`src/rtl/audio_pkg.sv`:
```
// Shared audio types and I2S constants for the compressor output path.
// Pure declarations: no timing, no handshake.
package audio_pkg;
   localparam int AUDIO_SAMPLE_WIDTH = 16;
   localparam int DEF_SLOT_WIDTH     = 32;
   localparam int DEF_BCLK_DIV       = 16;
   localparam logic I2S_LEFT         = 1'b0;

   typedef logic signed [AUDIO_SAMPLE_WIDTH-1:0] audio_sample_t;

   typedef struct packed {
      audio_sample_t l;
      audio_sample_t r;
   } stereo_pair_t;

   // Word select for frame bit b: Philips format leads each channel by one bit.
   function automatic logic ws_for_bit(input int unsigned b, input int unsigned slot_width);
      return (b >= slot_width - 1 && b <= 2 * slot_width - 2) ? ~I2S_LEFT : I2S_LEFT;
   endfunction
endpackage

```
`src/rtl/audio_i2s_tx_if.sv`:
```
// Stereo sample handshake into the I2S transmitter (valid/ready, one pair per beat).
// Source holds the pair stable while valid and not ready.
interface audio_i2s_tx_if #(
   parameter int SAMPLE_WIDTH = 16
) ();
   logic [SAMPLE_WIDTH-1:0] audio_l_i;
   logic [SAMPLE_WIDTH-1:0] audio_r_i;
   logic                    sample_valid_i;
   logic                    sample_ready_o;

   modport master (
      output audio_l_i,
      output audio_r_i,
      output sample_valid_i,
      input  sample_ready_o
   );

   modport slave (
      input  audio_l_i,
      input  audio_r_i,
      input  sample_valid_i,
      output sample_ready_o
   );
endinterface

```
`src/rtl/i2s_bclk_gen.sv`:
```
// Bit-clock divider: bclk toggles every BCLK_DIV/2 cycles; ticks flag the toggling cycle.
// Ticks are combinational and coincide with the cycle whose clock edge toggles bclk.
module i2s_bclk_gen #(
   parameter int BCLK_DIV = 16
) (
   input  logic clk_i,
   input  logic reset_n_i,
   input  logic enable_i,
   output logic bclk_o,
   output logic rise_tick_o,
   output logic fall_tick_o
);
   localparam int HALF = BCLK_DIV / 2;
   localparam int CW   = (HALF > 1) ? $clog2(HALF) : 1;
   localparam logic [CW-1:0] TERM = CW'(HALF - 1);

   logic [CW-1:0] cnt_q;
   logic          term;

   assign term        = enable_i && (cnt_q == TERM);
   assign rise_tick_o = term && !bclk_o;
   assign fall_tick_o = term && bclk_o;

   always_ff @(posedge clk_i or negedge reset_n_i) begin
      if (!reset_n_i) begin
         cnt_q  <= '0;
         bclk_o <= 1'b0;
      end else if (!enable_i) begin
         cnt_q  <= '0;
         bclk_o <= 1'b0;
      end else if (term) begin
         cnt_q  <= '0;
         bclk_o <= ~bclk_o;
      end else begin
         cnt_q <= cnt_q + 1'b1;
      end
   end
endmodule

```
`src/rtl/audio_i2s_tx.sv`:
```
// I2S (Philips) stereo serialiser with a one-entry holding register; ready = hold empty.
// A pair accepted now goes out from the next frame boundary; starved frames repeat the last pair.
module audio_i2s_tx
   import audio_pkg::*;
#(
   parameter int SAMPLE_WIDTH = AUDIO_SAMPLE_WIDTH,
   parameter int SLOT_WIDTH   = DEF_SLOT_WIDTH,
   parameter int BCLK_DIV     = DEF_BCLK_DIV
) (
   input  logic           clk_i,
   input  logic           reset_n_i,
   input  logic           enable_i,
   audio_i2s_tx_if.slave  smp,
   output logic           i2s_bclk_o,
   output logic           i2s_lrclk_o,
   output logic           i2s_sdata_o,
   output logic           frame_start_o,
   output logic           underrun_o
);
   localparam int FRAME_BITS = 2 * SLOT_WIDTH;
   localparam int BW         = $clog2(FRAME_BITS);
   localparam logic [BW-1:0] B_LAST = BW'(FRAME_BITS - 1);
   localparam logic [BW-1:0] SLOT_B = BW'(SLOT_WIDTH);

   typedef struct packed {
      logic [SAMPLE_WIDTH-1:0] l;
      logic [SAMPLE_WIDTH-1:0] r;
   } pair_t;

   pair_t                   hold_q, last_q, frame_q, frame_nxt;
   logic                    hold_full_q;
   logic [BW-1:0]           b_q, b_nxt, pos;
   logic [SAMPLE_WIDTH-1:0] ch, shifted;
   logic                    fall_tick, load, accept;
   logic                    unused_rise_tick;

   i2s_bclk_gen #(.BCLK_DIV(BCLK_DIV)) u_bclk (
      .clk_i       (clk_i),
      .reset_n_i   (reset_n_i),
      .enable_i    (enable_i),
      .bclk_o      (i2s_bclk_o),
      .rise_tick_o (unused_rise_tick),
      .fall_tick_o (fall_tick)
   );

   assign smp.sample_ready_o = ~hold_full_q;
   assign accept    = smp.sample_valid_i && !hold_full_q;
   assign b_nxt     = (b_q == B_LAST) ? '0 : b_q + 1'b1;
   assign load      = fall_tick && (b_nxt == '0);
   assign frame_nxt = load ? (hold_full_q ? hold_q : last_q) : frame_q;

   // Left-justify within the slot: shifting past the sample width yields the zero padding.
   always_comb begin
      pos = b_nxt;
      ch  = frame_nxt.l;
      if (b_nxt >= SLOT_B) begin
         pos = b_nxt - SLOT_B;
         ch  = frame_nxt.r;
      end
      shifted = ch << pos;
   end

   always_ff @(posedge clk_i or negedge reset_n_i) begin
      if (!reset_n_i) begin
         b_q           <= B_LAST;
         i2s_lrclk_o   <= I2S_LEFT;
         i2s_sdata_o   <= 1'b0;
         frame_start_o <= 1'b0;
         underrun_o    <= 1'b0;
         hold_q        <= '0;
         hold_full_q   <= 1'b0;
         last_q        <= '0;
         frame_q       <= '0;
      end else begin
         frame_start_o <= 1'b0;
         underrun_o    <= 1'b0;
         // Load drains a full register; accept only fills an empty one, so they never collide.
         if (load && hold_full_q) begin
            hold_full_q <= 1'b0;
         end else if (accept) begin
            hold_full_q <= 1'b1;
            hold_q      <= {smp.audio_l_i, smp.audio_r_i};
         end
         if (load) begin
            frame_q       <= frame_nxt;
            last_q        <= frame_nxt;
            frame_start_o <= 1'b1;
            underrun_o    <= ~hold_full_q;
         end
         if (!enable_i) begin
            b_q         <= B_LAST;
            i2s_lrclk_o <= I2S_LEFT;
            i2s_sdata_o <= 1'b0;
         end else if (fall_tick) begin
            b_q         <= b_nxt;
            i2s_lrclk_o <= ws_for_bit(32'(b_nxt), SLOT_WIDTH);
            i2s_sdata_o <= shifted[SAMPLE_WIDTH-1];
         end
      end
   end
endmodule

```
`src/flat_wrapper.sv`:
```
// flat-port wrapper written by rule: the top's interface ports become plain ports
module audio_i2s_tx_flat import audio_pkg::*;
#(
   parameter int SAMPLE_WIDTH = AUDIO_SAMPLE_WIDTH,
   parameter int SLOT_WIDTH   = DEF_SLOT_WIDTH,
   parameter int BCLK_DIV     = DEF_BCLK_DIV
)
  (clk_i, reset_n_i, enable_i, i2s_bclk_o, i2s_lrclk_o, i2s_sdata_o, frame_start_o, underrun_o, smp_audio_l_i, smp_audio_r_i, smp_sample_valid_i, smp_sample_ready_o);
  audio_i2s_tx_if #(.SAMPLE_WIDTH(SAMPLE_WIDTH)) smp_i ();
  input  logic clk_i;
  input  logic reset_n_i;
  input  logic enable_i;
  output logic i2s_bclk_o;
  output logic i2s_lrclk_o;
  output logic i2s_sdata_o;
  output logic frame_start_o;
  output logic underrun_o;
  input wire logic [$bits(smp_i.audio_l_i)-1:0] smp_audio_l_i;
  input wire logic [$bits(smp_i.audio_r_i)-1:0] smp_audio_r_i;
  input wire logic [$bits(smp_i.sample_valid_i)-1:0] smp_sample_valid_i;
  output wire logic [$bits(smp_i.sample_ready_o)-1:0] smp_sample_ready_o;
  assign smp_i.audio_l_i = smp_audio_l_i;
  assign smp_i.audio_r_i = smp_audio_r_i;
  assign smp_i.sample_valid_i = smp_sample_valid_i;
  assign smp_sample_ready_o = smp_i.sample_ready_o;
  audio_i2s_tx #(.SAMPLE_WIDTH(SAMPLE_WIDTH), .SLOT_WIDTH(SLOT_WIDTH), .BCLK_DIV(BCLK_DIV)) u_core (.clk_i(clk_i), .reset_n_i(reset_n_i), .enable_i(enable_i), .smp(smp_i), .i2s_bclk_o(i2s_bclk_o), .i2s_lrclk_o(i2s_lrclk_o), .i2s_sdata_o(i2s_sdata_o), .frame_start_o(frame_start_o), .underrun_o(underrun_o));
endmodule
```
`config.mk`:
```
export PLATFORM = sky130hd
export DESIGN_NAME = audio_i2s_tx_flat
export DESIGN_NICKNAME = d
export VERILOG_FILES = /design/src/rtl/audio_pkg.sv /design/src/rtl/audio_i2s_tx_if.sv /design/src/rtl/i2s_bclk_gen.sv /design/src/rtl/audio_i2s_tx.sv /design/src/flat_wrapper.sv
export SDC_FILE = /design/constraint.sdc
export NUM_CORES = 1
export LEC_CHECK = 0
export CORE_MARGIN = 2
export CORE_UTILIZATION = 40
export CTS_CLUSTER_DIAMETER = 100
export DETAILED_ROUTE_END_ITERATION = 7
export PLACE_DENSITY_LB_ADDON = 0.08
export SYNTH_ARGS = -nofsm -noshare
export SYNTH_HDL_FRONTEND = slang
export SYNTH_SLANG_ARGS = --single-unit
```
`constraint.sdc`:
```
create_clock -name clk_i -period 5.06 [get_ports clk_i]
set_clock_uncertainty 0.2 [all_clocks]
set_input_delay 0.506 -clock clk_i [delete_from_list [all_inputs] [get_ports clk_i]]
set_output_delay 0.506 -clock clk_i [all_outputs]
set_load 0.01 [all_outputs]
```
==> impl_metrics.yaml, run 1 <==
drt:
  first_pass_iters: 5
  wl_per_cell_um: 15.4
  vias_per_cell: 5.28
  vias: 2454
  drt_iter0_drc: 79
  postRouteAntennaNets: 0
  drt_wl_total_um: 7170
  drc_errors: 0
outcome:
  status: "completed"
timing:
  hold_viol: 0
  fin_tns_setup_ps: 0
  period_needed_ps: 3700
  max_freq_ghz: 0.270
  max-slew-margin-rel: 0.354
  grt_setup_unrepaired: "no"
  finalCritPeriodShare: 0.732
  setup_viol: 0
  finalMaxSlewViolations: 0
  tightest_slew_ps: 968
critical_path:
  path_max_fanout: 24
  worst-path-stages: 10
  start_kind: "flip-flop"
  r2r_cells: 10
  r2r_setup_slack_ps: 1360
  worst-path-buf-inv: 1
  cp_top_family: "simple AND/OR/NAND/NOR gates"
  crit_required_ps: 5070
  slowest_delay_ps: 670
  endpoint_kind: "flip-flop"
  arrival_ps: 3720
  cp_cell_sequence: "ha_1, nand2_1, nor3_2, o311ai_4, nor2_4, buf_4, mux2_2, a221o_1, o211ai_2, o311ai_2"
  path_class: "flip-flop to flip-flop"
  slowest_stage: "dfstp_2"
clock_network:
  cts_tree: "yes"
  cts.sinks: 79
  clk_latency_ps: 340
  cts_hold_buf: 0
  clock_path_buffers: 2
  post_cts_resized: 0
  post_cts_buffers: 0
  cts_inserted_buffers: 9
  cts_root_buf: "clkbuf_8"
  htreeDepth: 3
  cts.clk_slew.worst_paths_ps: 80
logic_synthesis:
  synthFlopType: "dfrtp_1"
  avgSynthCellArea_um2: 11.9
  synth_top_cell_by_area: "dfrtp_1"
  synthDistinctLibCells: 55
  async_reset_ff_frac: 1.00
  synth_top_cell_area_share: 0.489
  synth_warnings: 0
  synthesis.nets: 357
  netlist_instances: 315
  ys_seq_area_frac: 0.531
  synth_area_leaders: "dfrtp_1, mux2_2, nand2_1"
  netlist_area_um2: 3730
  synth_edf_count: 0
  synth_seq_cells: 79
floorplanning:
  initial_utilization: 0.408
  core_area_um2: 9150
  ios: 42
  design.die.area_um2: 10100
  rows: 35
  die_h_um: 101
  die_w_um: 101
placement:
  routabilityCongestion: 0.808
  port-buffer-count: 41
  placedCellCount: 451
  post_dp_cell_area_um2: 4190
  hpwlAfterDp_um: 4910
global_routing:
  overflow: 0
  grtUsageTotal: 0.158
  grt_max_degree: 80
  antenna_found_initial: 0
  grt_pass1_wl_um: 12300
  grt_pass1_vias: 2435
final_layout:
  stdcell_count: 465
  final_area_um2: 4420
  fin_nets: 393
  seqCellArea_um2: 1980
  fillers: 840
  layout-drive-gt1-share: 0.232
  area_growth_pct: 18.3
  multi_input_area_um2: 1610
  antenna_cells: 0
pwr:
  peakVddDrop_mv: 0.137
  p_total_mw: 1.31
  cellLeakagePower_nw: 2.07
  power_density_nw_per_um2: 296
run:
  drv_cap: 0
min_path:
  hold_path.class: "input port to asynchronous set/reset pin"
-- layer usage --
layer  track usage  up-vias  part of all wire
li1              -     1182                 -
met1         0.228     1206              0.50
met2         0.230       60              0.45
met3        0.0361        6             0.042
met4        0.0611        0            0.0095
met5             0        -                 0
-- registers in the layout, summed over array words and instances (netlist names) --
signal	cells
u_core.hold_q	32
u_core.last_q	32
u_core.b_q	6
u_core.u_bclk.cnt_q	3
u_core.frame_start_o	1
u_core.hold_full_q	1
u_core.i2s_lrclk_o	1
u_core.i2s_sdata_o	1
u_core.u_bclk.bclk_o	1
u_core.underrun_o	1
-- final cells by class --
class                   count  share of cell area
clock inverters             5              0.0244
multi-input cells         211               0.365
repair buffers             43              0.0958
inverters                   7             0.00595
well taps                 111              0.0314
clock buffers               9              0.0280
flip-flops and latches     79               0.449
-- cell usage after synthesis, drive strengths merged, types with 7 or more instances --
master / count
nor2: 7
dfrtp: 73
nand3: 8
buf: 14
mux2i: 13
mux2: 48
nand2: 56
o21ai: 9
inv: 7
a21oi: 8
-- cell families (layout without fill, tap and decap cells) --
group                    after synthesis  in the layout  synth area share
adder cells (fa/ha/maj)                6              6            0.0201
multiplexers                          61             61             0.181
AND/OR/NAND/NOR                       97             97             0.130
flip-flops                            79             79             0.531
XOR/XNOR                               7              7            0.0184
AO/OA/AOI/OAI                         40             40            0.0817
buffers and inverters                 25             64            0.0375
-- power breakdown --
group	internal [mW]	switching [mW]
registers	0.663	0.0184
clock network	0.325	0.228
logic	0.0474	0.0245
-- worst paths after layout --
check,end,from
min in group clk_i,u_core.u_bclk.cnt_q[0]$_DFF_PN0_,u_core.u_bclk.cnt_q[0]$_DFF_PN0_
min,u_core.hold_q[21]$_DFFE_PN0P_,reset_n_i
max,u_core.i2s_sdata_o$_DFFE_PN0P_,u_core.b_q[0]$_DFFE_PN1P_
max reg2reg,u_core.i2s_sdata_o$_DFFE_PN0P_,u_core.b_q[0]$_DFFE_PN1P_
max in group asynchronous,u_core.hold_q[24]$_DFFE_PN0P_,reset_n_i
min reg2reg,u_core.u_bclk.cnt_q[0]$_DFF_PN0_,u_core.u_bclk.cnt_q[0]$_DFF_PN0_
-- stage by stage --
stage                     worst slack (ps)  hold WS [ps]   util
after floorplan                       2280          10.4      -
after global placement                1460           224  0.457
after detailed placement              1360           239  0.457
after CTS                             1350           154  0.483
after global routing                  1130           192  0.483
final                                 1360           105  0.483
-- cell usage in the layout, fill, tap and decap left out, types with 2 or more instances in the layout --
master,instances
a211oi_1,3
a21oi_1,8
a221oi_1,2
a31oi_1,2
and2_1,3
and3_1,4
and3b_1,2
buf_4,3
bufinv_16,3
clkbuf_8,9
clkdlybuf4s50_1,40
dfrtp_1,73
dfstp_2,6
ha_1,6
inv_1,7
mux2_2,46
mux2i_1,13
nand2_1,55
nand3_1,7
nand4_1,2
nor2_1,6
nor3_1,5
o211ai_1,3
o21ai_0,8
or3_1,2
xnor2_1,3
xor2_1,3
-- worst register-to-register path, cell delays in order (launching register included) --
cell      delay, ps
dfstp_2         670
ha_1            470
nand2_1         120
nor3_2          290
o311ai_4        190
nor2_4          400
buf_4           370
mux2_2          390
a221o_1         300
o211ai_2         70
o311ai_2        110
Power figures use the tool's default switching activity.
==> run 2: changes to the inputs <==
- clock period: 5.06 -> 3.75 ns (I/O delays scaled with it)
==> run 2 against run 1 <==
Net effect:
- the flow now finishes with violations (hold timing)
- power grew 27%
- count of clock-buffer cells in the layout grew 2
- fmax grew 9.3%
- non-clock buffer count grew 4
- wire length shrank 0.25%
- flip-flop and latch count is the same
- die area is the same
- register-to-register slack lost 1000 ps
- combinational power grew 36%
- largest power group unchanged
==> impl_metrics.yaml, run 2 (synthesized netlist as in run 1, its figures left out) <==
timing:
  finalCritPeriodShare: 0.904
  holdWs_ps: -20.6
  period_needed_ps: 3390
  setup_ws_ps: 362
  finalMaxSlewViolations: 0
  grt_setup_unrepaired: "no"
  setup_viol: 0
  fin_tns_setup_ps: 0
  max-slew-margin-rel: 0.355
  tightest_slew_ps: 967
  hold_viol: 43
  max_freq_ghz: 0.295
drt:
  first_pass_iters: 4
  drt_iter0_drc: 69
  vias_per_cell: 5.20
  vias: 2443
  wl_per_cell_um: 15.2
  drc_errors: 0
  postRouteAntennaNets: 0
  drt_wl_total_um: 7150
floorplanning:
  ios: 42
  die_h_um: 101
  core_area_um2: 9150
  design.die.area_um2: 10100
  die_w_um: 101
  rows: 35
  initial_utilization: 0.408
final_layout:
  final_cell_mix: "dfrtp_1, nand2_1, mux2_2"
  antenna_cells: 0
  stdcell_count: 470
  area_growth_pct: 18.5
  reg.largest.list: "u_core.hold_q (32), u_core.last_q (32), u_core.b_q (6)"
  final_common_cell: "dfrtp_1"
  layout-drive-gt1-share: 0.240
  fin_nets: 397
clock_network:
  cts_root_buf: "clkbuf_8"
  cts.sinks: 79
  htreeDepth: 3
  clk_latency_ps: 350
  clock_path_buffers: 2
  post_cts_buffers: 0
  post_cts_resized: 0
  cts_tree: "yes"
  cts.clk_slew.worst_paths_ps: 80
  cts_hold_buf: 0
  cts_inserted_buffers: 9
critical_path:
  start_kind: "flip-flop"
  path_class: "flip-flop to flip-flop"
  path_max_fanout: 16
  endpoint_kind: "flip-flop"
  arrival_ps: 3410
  crit_required_ps: 3780
global_routing:
  grt_max_degree: 80
  grt_pass1_vias: 2506
  overflow: 0
  grtUsageTotal: 0.160
  antenna_found_initial: 0
  grt_pass1_wl_um: 12600
placement:
  hpwlAfterDp_um: 4970
  routabilityCongestion: 0.806
  post-place-ws_ps: 372
  port-buffer-count: 41
  placedCellCount: 455
pwr:
  cellLeakagePower_nw: 2.07
  peakVddDrop_mv: 0.192
  power_density_nw_per_um2: 374
outcome:
  violations: "hold timing"
  status: "finished with violations"
min_path:
  hold_path.class: "input port to asynchronous set/reset pin"
run:
  drv_cap: 0
## run 2: per-stage QoR
step            util  total power [mW]  hold WS (ps)  instance area [µm²]
2_1_floorplan      -             0.968          -121                 3730
3_3_place_gp   0.462              1.04           231                 4230
3_5_place_dp   0.462              1.04           235                 4230
4_1_cts        0.483              1.68          20.7                 4420
5_1_grt        0.483              1.73          59.3                 4420
6_report       0.483              1.65         -20.6                 4420
## run 2: critical path: stages (launching register included)
cell	delay, ps
dfstp_2	660
ha_1	450
nand2_1	120
nor3_2	280
o311ai_4	180
nor2_4	460
mux2_2	410
a221o_1	310
o211ai_2	80
o311ai_2	120
## run 2: cell type report
| cell class | instances | area, µm² |
|---|---|---|
| Multi-Input combinational cell | 211 | 1610 |
| Fill cell | 845 | 4730 |
| Inverter | 7 | 26.3 |
| Sequential cell | 79 | 1980 |
| Clock inverter | 4 | 55.1 |
| Tap cell | 111 | 139 |
| Timing Repair Buffer | 47 | 465 |
| Clock buffer | 11 | 141 |
## run 2: worst paths after layout
kind / depth (start not counted) / from / endpoint / slack, ps
min in group clk_i: 1 / u_core.u_bclk.cnt_q[0]$_DFF_PN0_ / u_core.u_bclk.cnt_q[0]$_DFF_PN0_ / 240
max in group asynchronous: 1 / reset_n_i / u_core.last_q[8]$_DFFE_PN0N_ / 2750
hold reg to reg: 1 / u_core.u_bclk.cnt_q[0]$_DFF_PN0_ / u_core.u_bclk.cnt_q[0]$_DFF_PN0_ / 240
hold / removal: 1 / reset_n_i / u_core.hold_q[20]$_DFFE_PN0P_ / -20
setup reg to reg: 9 / u_core.b_q[0]$_DFFE_PN1P_ / u_core.i2s_sdata_o$_DFFE_PN0P_ / 360
setup / recovery: 9 / u_core.b_q[0]$_DFFE_PN1P_ / u_core.i2s_sdata_o$_DFFE_PN0P_ / 360
## run 2: metal layers
layer / share of wire / up-vias / global-route usage / wire [µm]
met5: 0 / - / 0 / 0
met4: 0.018 / 0 / 0.0674 / 131
met3: 0.049 / 14 / 0.0333 / 353
met2: 0.44 / 56 / 0.243 / 3170
met1: 0.49 / 1188 / 0.222 / 3490
li1: - / 1185 / - / -
## run 2: power breakdown
group	leakage [nW]	internal (mW)	switching (mW)	total [mW]
combinational	0.952	0.0646	0.0334	0.0981
clock	0.0960	0.326	0.308	0.634
sequential	1.02	0.895	0.0256	0.920
total	2.07	1.29	0.367	1.65
==> run 3: changes to the inputs <==
- SYNTH_HIERARCHICAL: not set -> 1
==> run 3 against run 2 <==
Net effect:
- clock power is 10% higher
- cell count is 13% higher
- the run still ends with hold timing left
- via count is 12% higher
==> impl_metrics.yaml, run 3 <==
clock_network:
  htreeDepth: 3
  cts_inserted_buffers: 9
  post_cts_buffers: 0
  clk_latency_ps: 350
  cts_hold_buf: 0
  post_cts_resized: 0
  cts_tree: "yes"
  cts_root_buf: "clkbuf_8"
  clock_path_buffers: 2
  cts.sinks: 79
  cts.clk_slew.worst_paths_ps: 80
pwr:
  power_density_nw_per_um2: 371
  cellLeakagePower_nw: 2.16
  peakVddDrop_mv: 0.159
timing:
  finalMaxSlewViolations: 0
  max_freq_ghz: 0.327
  setup_viol: 0
  period_needed_ps: 3060
  max-slew-margin-rel: 0.331
  tightest_slew_ps: 1000
  holdWs_ps: -42.6
  finalCritPeriodShare: 0.815
  fin_tns_setup_ps: 0
  hold_viol: 14
  grt_setup_unrepaired: "no"
  setup_ws_ps: 694
logic_synthesis:
  netlist_area_um2: 3910
  synth_warnings: 6
  synthesis.nets: 402
  netlist_instances: 360
  avgSynthCellArea_um2: 10.9
drt:
  wl_per_cell_um: 15.2
  drc_errors: 0
  drt_iter0_drc: 157
  postRouteAntennaNets: 0
  drt_wl_total_um: 8090
  first_pass_iters: 4
  vias: 2729
  vias_per_cell: 5.12
global_routing:
  grtUsageTotal: 0.171
  grt_max_degree: 80
  grt_pass1_wl_um: 13800
  overflow: 0
  antenna_found_initial: 0
  grt_pass1_vias: 2670
final_layout:
  reg.largest.list: "u_core/frame_q (32), u_core/hold_q (32), u_core/b_q (6)"
  final_common_cell: "nand2_1"
  fin_nets: 438
  stdcell_count: 533
  antenna_cells: 0
  layout-drive-gt1-share: 0.150
  final_cell_mix: "nand2_1, dfrtp_1, clkdlybuf4s50_1"
  fin_util: 0.480
  area_growth_pct: 18.3
placement:
  placedCellCount: 518
  hpwlAfterDp_um: 5530
  port-buffer-count: 41
  post-place-ws_ps: 709
  routabilityCongestion: 0.794
critical_path:
  slowest_stage: "dfstp_2"
  arrival_ps: 3090
  path_class: "flip-flop to flip-flop"
  cp_top_family: "compound AO/OA/AOI/OAI gates"
  slowest_delay_ps: 660
  worst-path-buf-inv: 3
  endpoint_kind: "flip-flop"
  path_common_cell: "buf_4"
  crit_required_ps: 3780
  path_max_fanout: 21
  start_kind: "flip-flop"
  cp_cell_sequence: "ha_1, buf_4, nor3_1, o311a_4, o211ai_1, buf_4, buf_4, a21oi_1, a211o_1, a31oi_1, o31ai_1"
floorplanning:
  initial_utilization: 0.406
  ios: 42
  design.die.area_um2: 10600
  die_h_um: 103
  die_w_um: 103
  rows: 36
  core_area_um2: 9640
run:
  drv_cap: 0
outcome:
  status: "finished with violations"
  violations: "hold timing"
min_path:
  hold_path.class: "input port to asynchronous set/reset pin"
run 3: layer usage:
| layer | share of wire | global-route usage | vias to the layer above | wire, µm |
|---|---|---|---|---|
| met1 | 0.50 | 0.243 | 1339 | 4010 |
| li1 | - | - | 1329 | - |
| met3 | 0.036 | 0.0441 | 9 | 288 |
| met2 | 0.46 | 0.258 | 52 | 3690 |
| met4 | 0.012 | 0.0516 | 0 | 101 |
| met5 | 0 | 0 | - | 0 |
run 3: layout make-up:
cell class,count,area (µm²)
Timing Repair Buffer,48,460
Multi-Input combinational cell,253,1780
Tap cell,133,166
Sequential cell,79,1980
Clock inverter,5,82.6
Clock buffer,10,138
Fill cell,932,5010
Inverter,5,18.8
run 3: per-stage QoR:
step | instance area (µm²) | power (mW)
floorplan | 3910 | 0.966
global placement | 4410 | 1.04
detailed placement | 4410 | 1.04
CTS | 4630 | 1.75
global route | 4630 | 1.80
finish | 4630 | 1.72
run 3: final timing paths:
kind / depth (start not counted) / to / from / slack, ps
worst max register to register: 11 / u_core/i2s_sdata_o$_DFFE_PN0P_ / u_core/b_q[0]$_DFFE_PN1P_ / 690
max in group asynchronous: 1 / u_core/hold_q[13]$_DFFE_PN0P_ / reset_n_i / 2710
worst min-delay path: 1 / u_core/u_bclk/cnt_q[2]$_DFF_PN0_ / reset_n_i / -40
worst max-delay path: 11 / u_core/i2s_sdata_o$_DFFE_PN0P_ / u_core/b_q[0]$_DFFE_PN1P_ / 690
min in group clk_i: 1 / u_core/u_bclk/cnt_q[0]$_DFF_PN0_ / u_core/u_bclk/cnt_q[0]$_DFF_PN0_ / 240
worst min register to register: 1 / u_core/u_bclk/cnt_q[0]$_DFF_PN0_ / u_core/u_bclk/cnt_q[0]$_DFF_PN0_ / 240
run 3: worst reg2reg max path: stages, from the launching register on:
cell and delay [ps]:
dfstp_2 660, ha_1 200, buf_4 190, nor3_1 80, o311a_4 340, o211ai_1 90
buf_4 280, buf_4 290, a21oi_1 70, a211o_1 270, a31oi_1 180, o31ai_1 90
run 3: power by group:
part | total, mW | leakage [nW] | switching [mW] | internal [mW]
sequential | 0.922 | 1.02 | 0.0279 | 0.895
combinational | 0.0950 | 1.02 | 0.0331 | 0.0619
clock | 0.699 | 0.112 | 0.308 | 0.391
total | 1.72 | 2.16 | 0.369 | 1.35
